`config.mk`:
```
export PLATFORM = sky130hd
export DESIGN_NAME = mac_array_seq_flat
export DESIGN_NICKNAME = d
export VERILOG_FILES = /design/src/rtl/mac_array_seq_pkg.sv /design/src/rtl/mac_array_seq_if.sv /design/src/rtl/mac_array_seq_counter.sv /design/src/rtl/mac_array_seq.sv /design/src/flat_wrapper.sv
export SDC_FILE = /design/constraint.sdc
export NUM_CORES = 1
export LEC_CHECK = 0
export BUFFER_PORTS_ARGS = -buffer_cell sky130_fd_sc_hd__buf_2
export CAP_MARGIN = 20
export CORE_ASPECT_RATIO = 0.6
export CORE_MARGIN = 2
export CORE_UTILIZATION = 40
export CTS_BUF_LIST = sky130_fd_sc_hd__clkbuf_16
export DETAILED_ROUTE_END_ITERATION = 16
export PLACE_DENSITY = 0.67
export SKIP_CTS_REPAIR_TIMING = 1
export SLEW_MARGIN = 30
export SYNTH_ARGS = -nofsm -noshare
export SYNTH_HDL_FRONTEND = slang
export SYNTH_SLANG_ARGS = --single-unit
```
`constraint.sdc`:
```
create_clock -name clk -period 6.9 [get_ports clk]
set_input_delay 0.345 -clock clk [delete_from_list [all_inputs] [get_ports clk]]
set_output_delay 0.345 -clock clk [all_outputs]
set_load 0.02 [all_outputs]
```
`src/rtl/mac_array_seq_pkg.sv`:
```
// Shared encodings for the MAC array sequencer: FSM states and array instructions.
package mac_pkg;

  typedef enum logic [2:0] {
    IDLE  = 3'd0,
    LOAD  = 3'd1,
    EXEC  = 3'd2,
    DRAIN = 3'd3,
    FIN   = 3'd4
  } state_t;

  localparam logic [1:0] INST_IDLE = 2'b00;
  localparam logic [1:0] INST_LOAD = 2'b01;
  localparam logic [1:0] INST_EXEC = 2'b10;

endpackage

```
`src/rtl/mac_array_seq_if.sv`:
```
// Sequencer bus: core start/done handshake, array instruction/valid, SRAM read port.
interface mac_array_seq_if #(
  parameter int COL     = 8,
  parameter int LEN_BW  = 8,
  parameter int ADDR_BW = 11
);
  logic               start;
  logic [LEN_BW-1:0]  num_vec;
  logic [ADDR_BW-1:0] w_base;
  logic [ADDR_BW-1:0] x_base;
  logic [COL-1:0]     valid;
  logic               w_rd_en;
  logic               x_rd_en;
  logic [ADDR_BW-1:0] rd_addr;
  logic [1:0]         inst_w;
  logic               busy;
  logic               done;
  logic               err;
  logic [LEN_BW-1:0]  out_cnt;

  // master = core/array side, slave = the sequencer
  modport master (
    output start, num_vec, w_base, x_base, valid,
    input  w_rd_en, x_rd_en, rd_addr, inst_w, busy, done, err, out_cnt
  );

  modport slave (
    input  start, num_vec, w_base, x_base, valid,
    output w_rd_en, x_rd_en, rd_addr, inst_w, busy, done, err, out_cnt
  );
endinterface

```
`src/rtl/mac_array_seq_counter.sv`:
```
// Loadable saturating up-counter with terminal-count compare on the current value.
module seq_counter #(
  parameter int W = 8
) (
  input  logic         clk,
  input  logic         rst_n,
  input  logic         ld_i,
  input  logic [W-1:0] ld_val_i,
  input  logic         inc_i,
  input  logic [W-1:0] term_i,
  output logic [W-1:0] cnt_o,
  output logic [W-1:0] nxt_o,
  output logic         tc_o
);
  logic [W-1:0] cnt_q, cnt_d;

  always_comb begin
    cnt_d = cnt_q;
    if (ld_i)                          cnt_d = ld_val_i;
    else if (inc_i && (cnt_q != '1))   cnt_d = cnt_q + W'(1);
  end

  always_ff @(posedge clk or negedge rst_n)
    if (!rst_n) cnt_q <= '0;
    else        cnt_q <= cnt_d;

  assign cnt_o = cnt_q;
  assign nxt_o = cnt_d;
  assign tc_o  = (cnt_q == term_i);
endmodule

```
`src/rtl/mac_array_seq.sv`:
```
// Tile sequencer for the systolic MAC array: kernel load, activation stream, drain.
module mac_array_seq
  import mac_pkg::*;
#(
  parameter int COL       = 8,
  parameter int LEN_BW    = 8,
  parameter int ADDR_BW   = 11,
  parameter int DRAIN_MAX = 64
) (
  input  logic            clk,
  input  logic            reset,
  mac_array_seq_if.slave  bus
);
  localparam int TW = $clog2(DRAIN_MAX + 1);

  state_t             state_q, state_d;
  logic [LEN_BW-1:0]  nv_q;
  logic [ADDR_BW-1:0] wb_q, xb_q;
  logic               err_q;
  logic [1:0]         inst_q, inst_d;
  logic               acc, cmpl;

  logic               cyc_ld, cyc_inc, cyc_tc;
  logic [LEN_BW-1:0]  cyc_cnt, cyc_term, cyc_nxt_unused;
  logic               oc_inc, oc_tc_unused;
  logic [LEN_BW-1:0]  oc_cnt, oc_nxt;
  logic               tmo_ld, tmo_inc, tmo_tc;
  logic [TW-1:0]      tmo_cnt_unused, tmo_nxt_unused;

  always_ff @(posedge clk or negedge reset)
    if (!reset) state_q <= IDLE;
    else        state_q <= state_d;

  always_comb begin
    state_d = state_q;
    unique case (state_q)
      IDLE:    if (bus.start) state_d = LOAD;
      LOAD:    if (cyc_tc)    state_d = (nv_q != '0) ? EXEC : FIN;
      EXEC:    if (cyc_tc)    state_d = DRAIN;
      DRAIN:   if (cmpl || tmo_tc) state_d = FIN;
      FIN:     state_d = IDLE;
      default: state_d = IDLE;
    endcase
  end

  always_comb begin
    acc         = (state_q == IDLE) && bus.start;
    bus.w_rd_en = (state_q == LOAD);
    bus.x_rd_en = (state_q == EXEC);
    bus.rd_addr = '0;
    if (state_q == LOAD) bus.rd_addr = wb_q + ADDR_BW'(cyc_cnt);
    if (state_q == EXEC) bus.rd_addr = xb_q + ADDR_BW'(cyc_cnt);
    bus.busy    = state_q inside {LOAD, EXEC, DRAIN};
    bus.done    = (state_q == FIN);
    // SRAM data lands one cycle after the strobe, so the instruction trails the read state
    inst_d      = (state_q == LOAD) ? INST_LOAD :
                  (state_q == EXEC) ? INST_EXEC : INST_IDLE;
    cyc_ld      = (state_q == IDLE) || ((state_q == LOAD) && cyc_tc);
    cyc_inc     = (state_q == LOAD) || (state_q == EXEC);
    cyc_term    = (state_q == EXEC) ? nv_q - LEN_BW'(1) : LEN_BW'(COL - 1);
    oc_inc      = bus.valid[COL-1] && (state_q inside {EXEC, DRAIN, FIN});
    tmo_ld      = (state_q != DRAIN);
    tmo_inc     = (state_q == DRAIN);
    // completion is judged on the count including this cycle's row and beats a timeout
    cmpl        = (oc_nxt == nv_q);
  end

  always_ff @(posedge clk or negedge reset)
    if (!reset) begin
      nv_q   <= '0;
      wb_q   <= '0;
      xb_q   <= '0;
      err_q  <= 1'b0;
      inst_q <= INST_IDLE;
    end else begin
      inst_q <= inst_d;
      if (acc) begin
        nv_q  <= bus.num_vec;
        wb_q  <= bus.w_base;
        xb_q  <= bus.x_base;
        err_q <= 1'b0;
      end else if ((state_q == DRAIN) && !cmpl && tmo_tc) begin
        err_q <= 1'b1;
      end
    end

  seq_counter #(.W(LEN_BW)) u_cyc (
    .clk(clk), .rst_n(reset), .ld_i(cyc_ld), .ld_val_i('0), .inc_i(cyc_inc),
    .term_i(cyc_term), .cnt_o(cyc_cnt), .nxt_o(cyc_nxt_unused), .tc_o(cyc_tc)
  );

  seq_counter #(.W(LEN_BW)) u_oc (
    .clk(clk), .rst_n(reset), .ld_i(acc), .ld_val_i('0), .inc_i(oc_inc),
    .term_i(nv_q), .cnt_o(oc_cnt), .nxt_o(oc_nxt), .tc_o(oc_tc_unused)
  );

  seq_counter #(.W(TW)) u_tmo (
    .clk(clk), .rst_n(reset), .ld_i(tmo_ld), .ld_val_i('0), .inc_i(tmo_inc),
    .term_i(TW'(DRAIN_MAX - 1)), .cnt_o(tmo_cnt_unused), .nxt_o(tmo_nxt_unused), .tc_o(tmo_tc)
  );

  assign bus.inst_w  = inst_q;
  assign bus.err     = err_q;
  assign bus.out_cnt = oc_cnt;
endmodule

```
`src/flat_wrapper.sv`:
```
// flat-port wrapper written by rule: the top's interface ports become plain ports
module mac_array_seq_flat import mac_pkg::*;
#(
  parameter int COL       = 8,
  parameter int LEN_BW    = 8,
  parameter int ADDR_BW   = 11,
  parameter int DRAIN_MAX = 64
)
  (clk, reset, bus_start, bus_num_vec, bus_w_base, bus_x_base, bus_valid, bus_w_rd_en, bus_x_rd_en, bus_rd_addr, bus_inst_w, bus_busy, bus_done, bus_err, bus_out_cnt);
  mac_array_seq_if #(.COL(COL), .LEN_BW(LEN_BW), .ADDR_BW(ADDR_BW)) bus_i ();
  input  logic clk;
  input  logic reset;
  input wire logic [$bits(bus_i.start)-1:0] bus_start;
  input wire logic [$bits(bus_i.num_vec)-1:0] bus_num_vec;
  input wire logic [$bits(bus_i.w_base)-1:0] bus_w_base;
  input wire logic [$bits(bus_i.x_base)-1:0] bus_x_base;
  input wire logic [$bits(bus_i.valid)-1:0] bus_valid;
  output wire logic [$bits(bus_i.w_rd_en)-1:0] bus_w_rd_en;
  output wire logic [$bits(bus_i.x_rd_en)-1:0] bus_x_rd_en;
  output wire logic [$bits(bus_i.rd_addr)-1:0] bus_rd_addr;
  output wire logic [$bits(bus_i.inst_w)-1:0] bus_inst_w;
  output wire logic [$bits(bus_i.busy)-1:0] bus_busy;
  output wire logic [$bits(bus_i.done)-1:0] bus_done;
  output wire logic [$bits(bus_i.err)-1:0] bus_err;
  output wire logic [$bits(bus_i.out_cnt)-1:0] bus_out_cnt;
  assign bus_i.start = bus_start;
  assign bus_i.num_vec = bus_num_vec;
  assign bus_i.w_base = bus_w_base;
  assign bus_i.x_base = bus_x_base;
  assign bus_i.valid = bus_valid;
  assign bus_w_rd_en = bus_i.w_rd_en;
  assign bus_x_rd_en = bus_i.x_rd_en;
  assign bus_rd_addr = bus_i.rd_addr;
  assign bus_inst_w = bus_i.inst_w;
  assign bus_busy = bus_i.busy;
  assign bus_done = bus_i.done;
  assign bus_err = bus_i.err;
  assign bus_out_cnt = bus_i.out_cnt;
  mac_array_seq #(.COL(COL), .LEN_BW(LEN_BW), .ADDR_BW(ADDR_BW), .DRAIN_MAX(DRAIN_MAX)) u_core (.clk(clk), .reset(reset), .bus(bus_i));
endmodule
```
==> impl_metrics.env <==
export IMPL_power_density_nw_per_um2=416
export IMPL_syn_inst=470
export IMPL_rsz0062_at_grt="false"
export IMPL_fmaxAchievable_mhz=308
export IMPL_cts_root_buffer="clkbuf_16"
export IMPL_p_leak_nw=2.24
export IMPL_clockBufferDepth=2
export IMPL_ys_flop_type="dfrtp_1"
export IMPL_remaining_drc_errors=0
export IMPL_boundaryPins=67
export IMPL_ys_seq_area_share_pct=36.9
export IMPL_drtIter0Drc=339
export IMPL_finalSetupTns_ns=0
export IMPL_arrival_ns=2.90
export IMPL_holdWs_ns=0.169
export IMPL_ys_ff_latch=59
export IMPL_synth_area_per_cell_sq_um=8.51
export IMPL_hpwl_um=7350
export IMPL_nNetsFinal=584
export IMPL_cp_startpoint="u_core.u_cyc.cnt_o[0]"
export IMPL_drive_gt1_share_pct=16.2
export IMPL_synth_distinct_cells=54
export IMPL_period_needed_ns=3.25
export IMPL_htree_levels=3
export IMPL_multi_input_area_sq_um=2370
export IMPL_ys_top_cells_by_area="dfrtp_1 37%, nand2_1 10%, ha_1 6.3%, xnor2_1 4.8%, xor2_1 3.1%"
export IMPL_r2r_end="u_core.u_cyc.cnt_o[6]"
export IMPL_seq_area_sq_um=1480
export IMPL_fp_dieH_um=81.4
export IMPL_critical_path_class="reg -> out"
export IMPL_fin_cells=661
export IMPL_cts_tree="built"
export IMPL_cp_max_fo=8
export IMPL_dp_cells=645
export IMPL_start_kind="register"
export IMPL_grt_max_degree=60
export IMPL_hold_viol=0
export IMPL_drt_first_pass_iters=5
export IMPL_async_flop_share_pct=100
export IMPL_grt_pass1_vias=3288
export IMPL_skew_ns=0.00806
export IMPL_antenna_found_initial=0
export IMPL_slew_headroom_pct=47.7
export IMPL_drv_cap=0
export IMPL_overflow=0
export IMPL_worstHoldPathType="in -> async"
export IMPL_synth_edf_count=0
export IMPL_switching_share_pct=43.7
export IMPL_fp_dieW_um=133
export IMPL_drt_total_wl_um=10200
export IMPL_routedWlPerCell_um=15.4
export IMPL_core_sq_um=9770
export IMPL_gp_congestion=0.904
export IMPL_r2r_cells=9
export IMPL_synth_top_area_share_pct=36.9
export IMPL_synth_most_common_cell="nand2_1"
export IMPL_rr_startpoint="u_core.nv_q[0]"
export IMPL_p_clk_share_pct=22.4
export IMPL_yosysTopAreaCell="dfrtp_1"
export IMPL_grt_pass1_wl_um=17000
export IMPL_postRouteAntennaNets=0
export IMPL_pwr_share_seq_pct=32.3
export IMPL_vias=3510
export IMPL_rrSetupSlack_ns=3.73
export IMPL_syn_nets=533
export IMPL_cts_clk_slew_worst_paths_ns=0.05
export IMPL_die_area_sq_um=10800
export IMPL_clock_latency_ns=0.34
export IMPL_fp_row_count=28
export IMPL_numPortBuffers=59
export IMPL_fillers=934
export IMPL_grt_use_total_pct=20.3
export IMPL_crit_path_end_kind="primary output"
export IMPL_yosysWarningCount=0
export IMPL_synth_common_cells="111 x nand2_1, 59 x dfrtp_1, 26 x nor2_1"
export IMPL_cts_buffers=9
export IMPL_outcome="finished, final reports clean"
export IMPL_syn_to_final_growth_pct=17.0
export IMPL_setup_violations=0
export IMPL_syn_area_sq_um=4000
export IMPL_power_switching_uw=851
export IMPL_slew_violations=0
export IMPL_antenna_cells=0
export IMPL_max_vdd_ir_drop_mv=0.234
export IMPL_start_util_pct=40.9
export IMPL_intPower_mw=1.10
export IMPL_fin_crit_sh_pct=47.1
export IMPL_vias_per_cell=5.31
export IMPL_combPwrFrac_pct=45.3
export IMPL_worst_pin_slew_ns=0.784
export IMPL_numClockSinks=59
export IMPL_worstPathRequired_ns=6.55
==> through the flow <==
step | power (mW) | utilization (%) | area [sq um] | worst slack [ns]
CTS | 1.95 | 47.8 | 4680 | 3.67
global placement | 1.48 | 44.9 | 4390 | 3.79
detailed placement | 1.51 | 44.9 | 4390 | 3.73
global route | 2.10 | 47.8 | 4680 | 3.41
floorplan | 1.26 | - | 4000 | 3.98
finish | 1.95 | 47.8 | 4680 | 3.65
==> metal layers <==
metal,up-vias,wire length (um),global-route usage (%)
met5,-,0,0
met4,0,95,6.13
met3,11,639,5.68
met2,114,4010,27.9
met1,1632,5440,30.6
li1,1753,-,-
==> registers in the layout, summed over array words and instances (netlist names) <==
| signal | count |
|---|---|
| u_core.wb_q | 11 |
| u_core.u_tmo.cnt_o | 7 |
| u_core.u_oc.cnt_o | 8 |
| u_core.xb_q | 11 |
| u_core.state_q | 3 |
| u_core.u_cyc.cnt_o | 8 |
| u_core.bus.err | 1 |
| u_core.bus.inst_w | 2 |
| u_core.nv_q | 8 |
==> worst max-delay path: stages (launching register included) <==
cell	delay, ns
dfrtp_1	0.53
ha_1	0.23
inv_1	0.05
fa_1	0.40
nor2b_1	0.12
o21ai_0	0.10
a21oi_1	0.19
o21ai_0	0.16
a211oi_1	0.35
xnor2_1	0.10
o22ai_1	0.16
buf_2	0.19
==> area by class of cell <==
type	instances	share of cell area, %
multi-input combinational	372	50.6
sequential	59	31.6
timing repair buffer	61	6.63
clock buffer	9	4.82
tap	135	3.61
inverter	18	1.44
clock inverter	7	1.28
==> power by group through the flow <==
stage / registers (mW) / logic [mW] / clock network (mW)
finish: 0.629 / 0.881 / 0.436
CTS: 0.624 / 0.884 / 0.446
detailed placement: 0.628 / 0.878 / 0
global placement: 0.622 / 0.858 / 0
global route: 0.648 / 0.990 / 0.465
floorplan: 0.550 / 0.713 / 0
==> cell families after synthesis <==
logic type      synth area share (%)
simple gates                    24.8
compound gates                  17.3
flops                           36.9
buf+inv                         4.04
xor+xnor                        8.45
fa+ha+maj                       7.26
mux                             1.25
==> worst max path at each step <==
stage | end | cells past startpoint | slack (ns)
after floorplan | u_core.u_cyc.cnt_o[0] | 10 | 3.98
after global placement | u_core.u_cyc.cnt_o[1] | 9 | 3.79
after detailed placement | u_core.u_cyc.cnt_o[3] | 9 | 3.73
after CTS | bus_rd_addr[10] | 11 | 3.67
after global routing | bus_rd_addr[10] | 11 | 3.41
final | bus_rd_addr[10] | 11 | 3.65
==> cells in the final DEF (no fill, tap or decap), drive strengths merged, types with 3 or more instances in the layout <==
master and instances:
mux2i 5, o31ai 3, xor2 14, nand4 6, or3 8, nor3 8
nand3 13, o21ai 23, a211oi 6, a21oi 23, ha 20, nor4b 3
o211ai 5, nor2b 4, or4 3, o211a 3, clkinv 4, inv 19
o22ai 8, and2 4, a21o 6, dfrtp 59, a41oi 4, buf 61
clkbuf 9, nand2 111, nor2 26, and3 7, nand2b 5, xnor2 22
No activity file was read; power rests on OpenSTA's default activity.
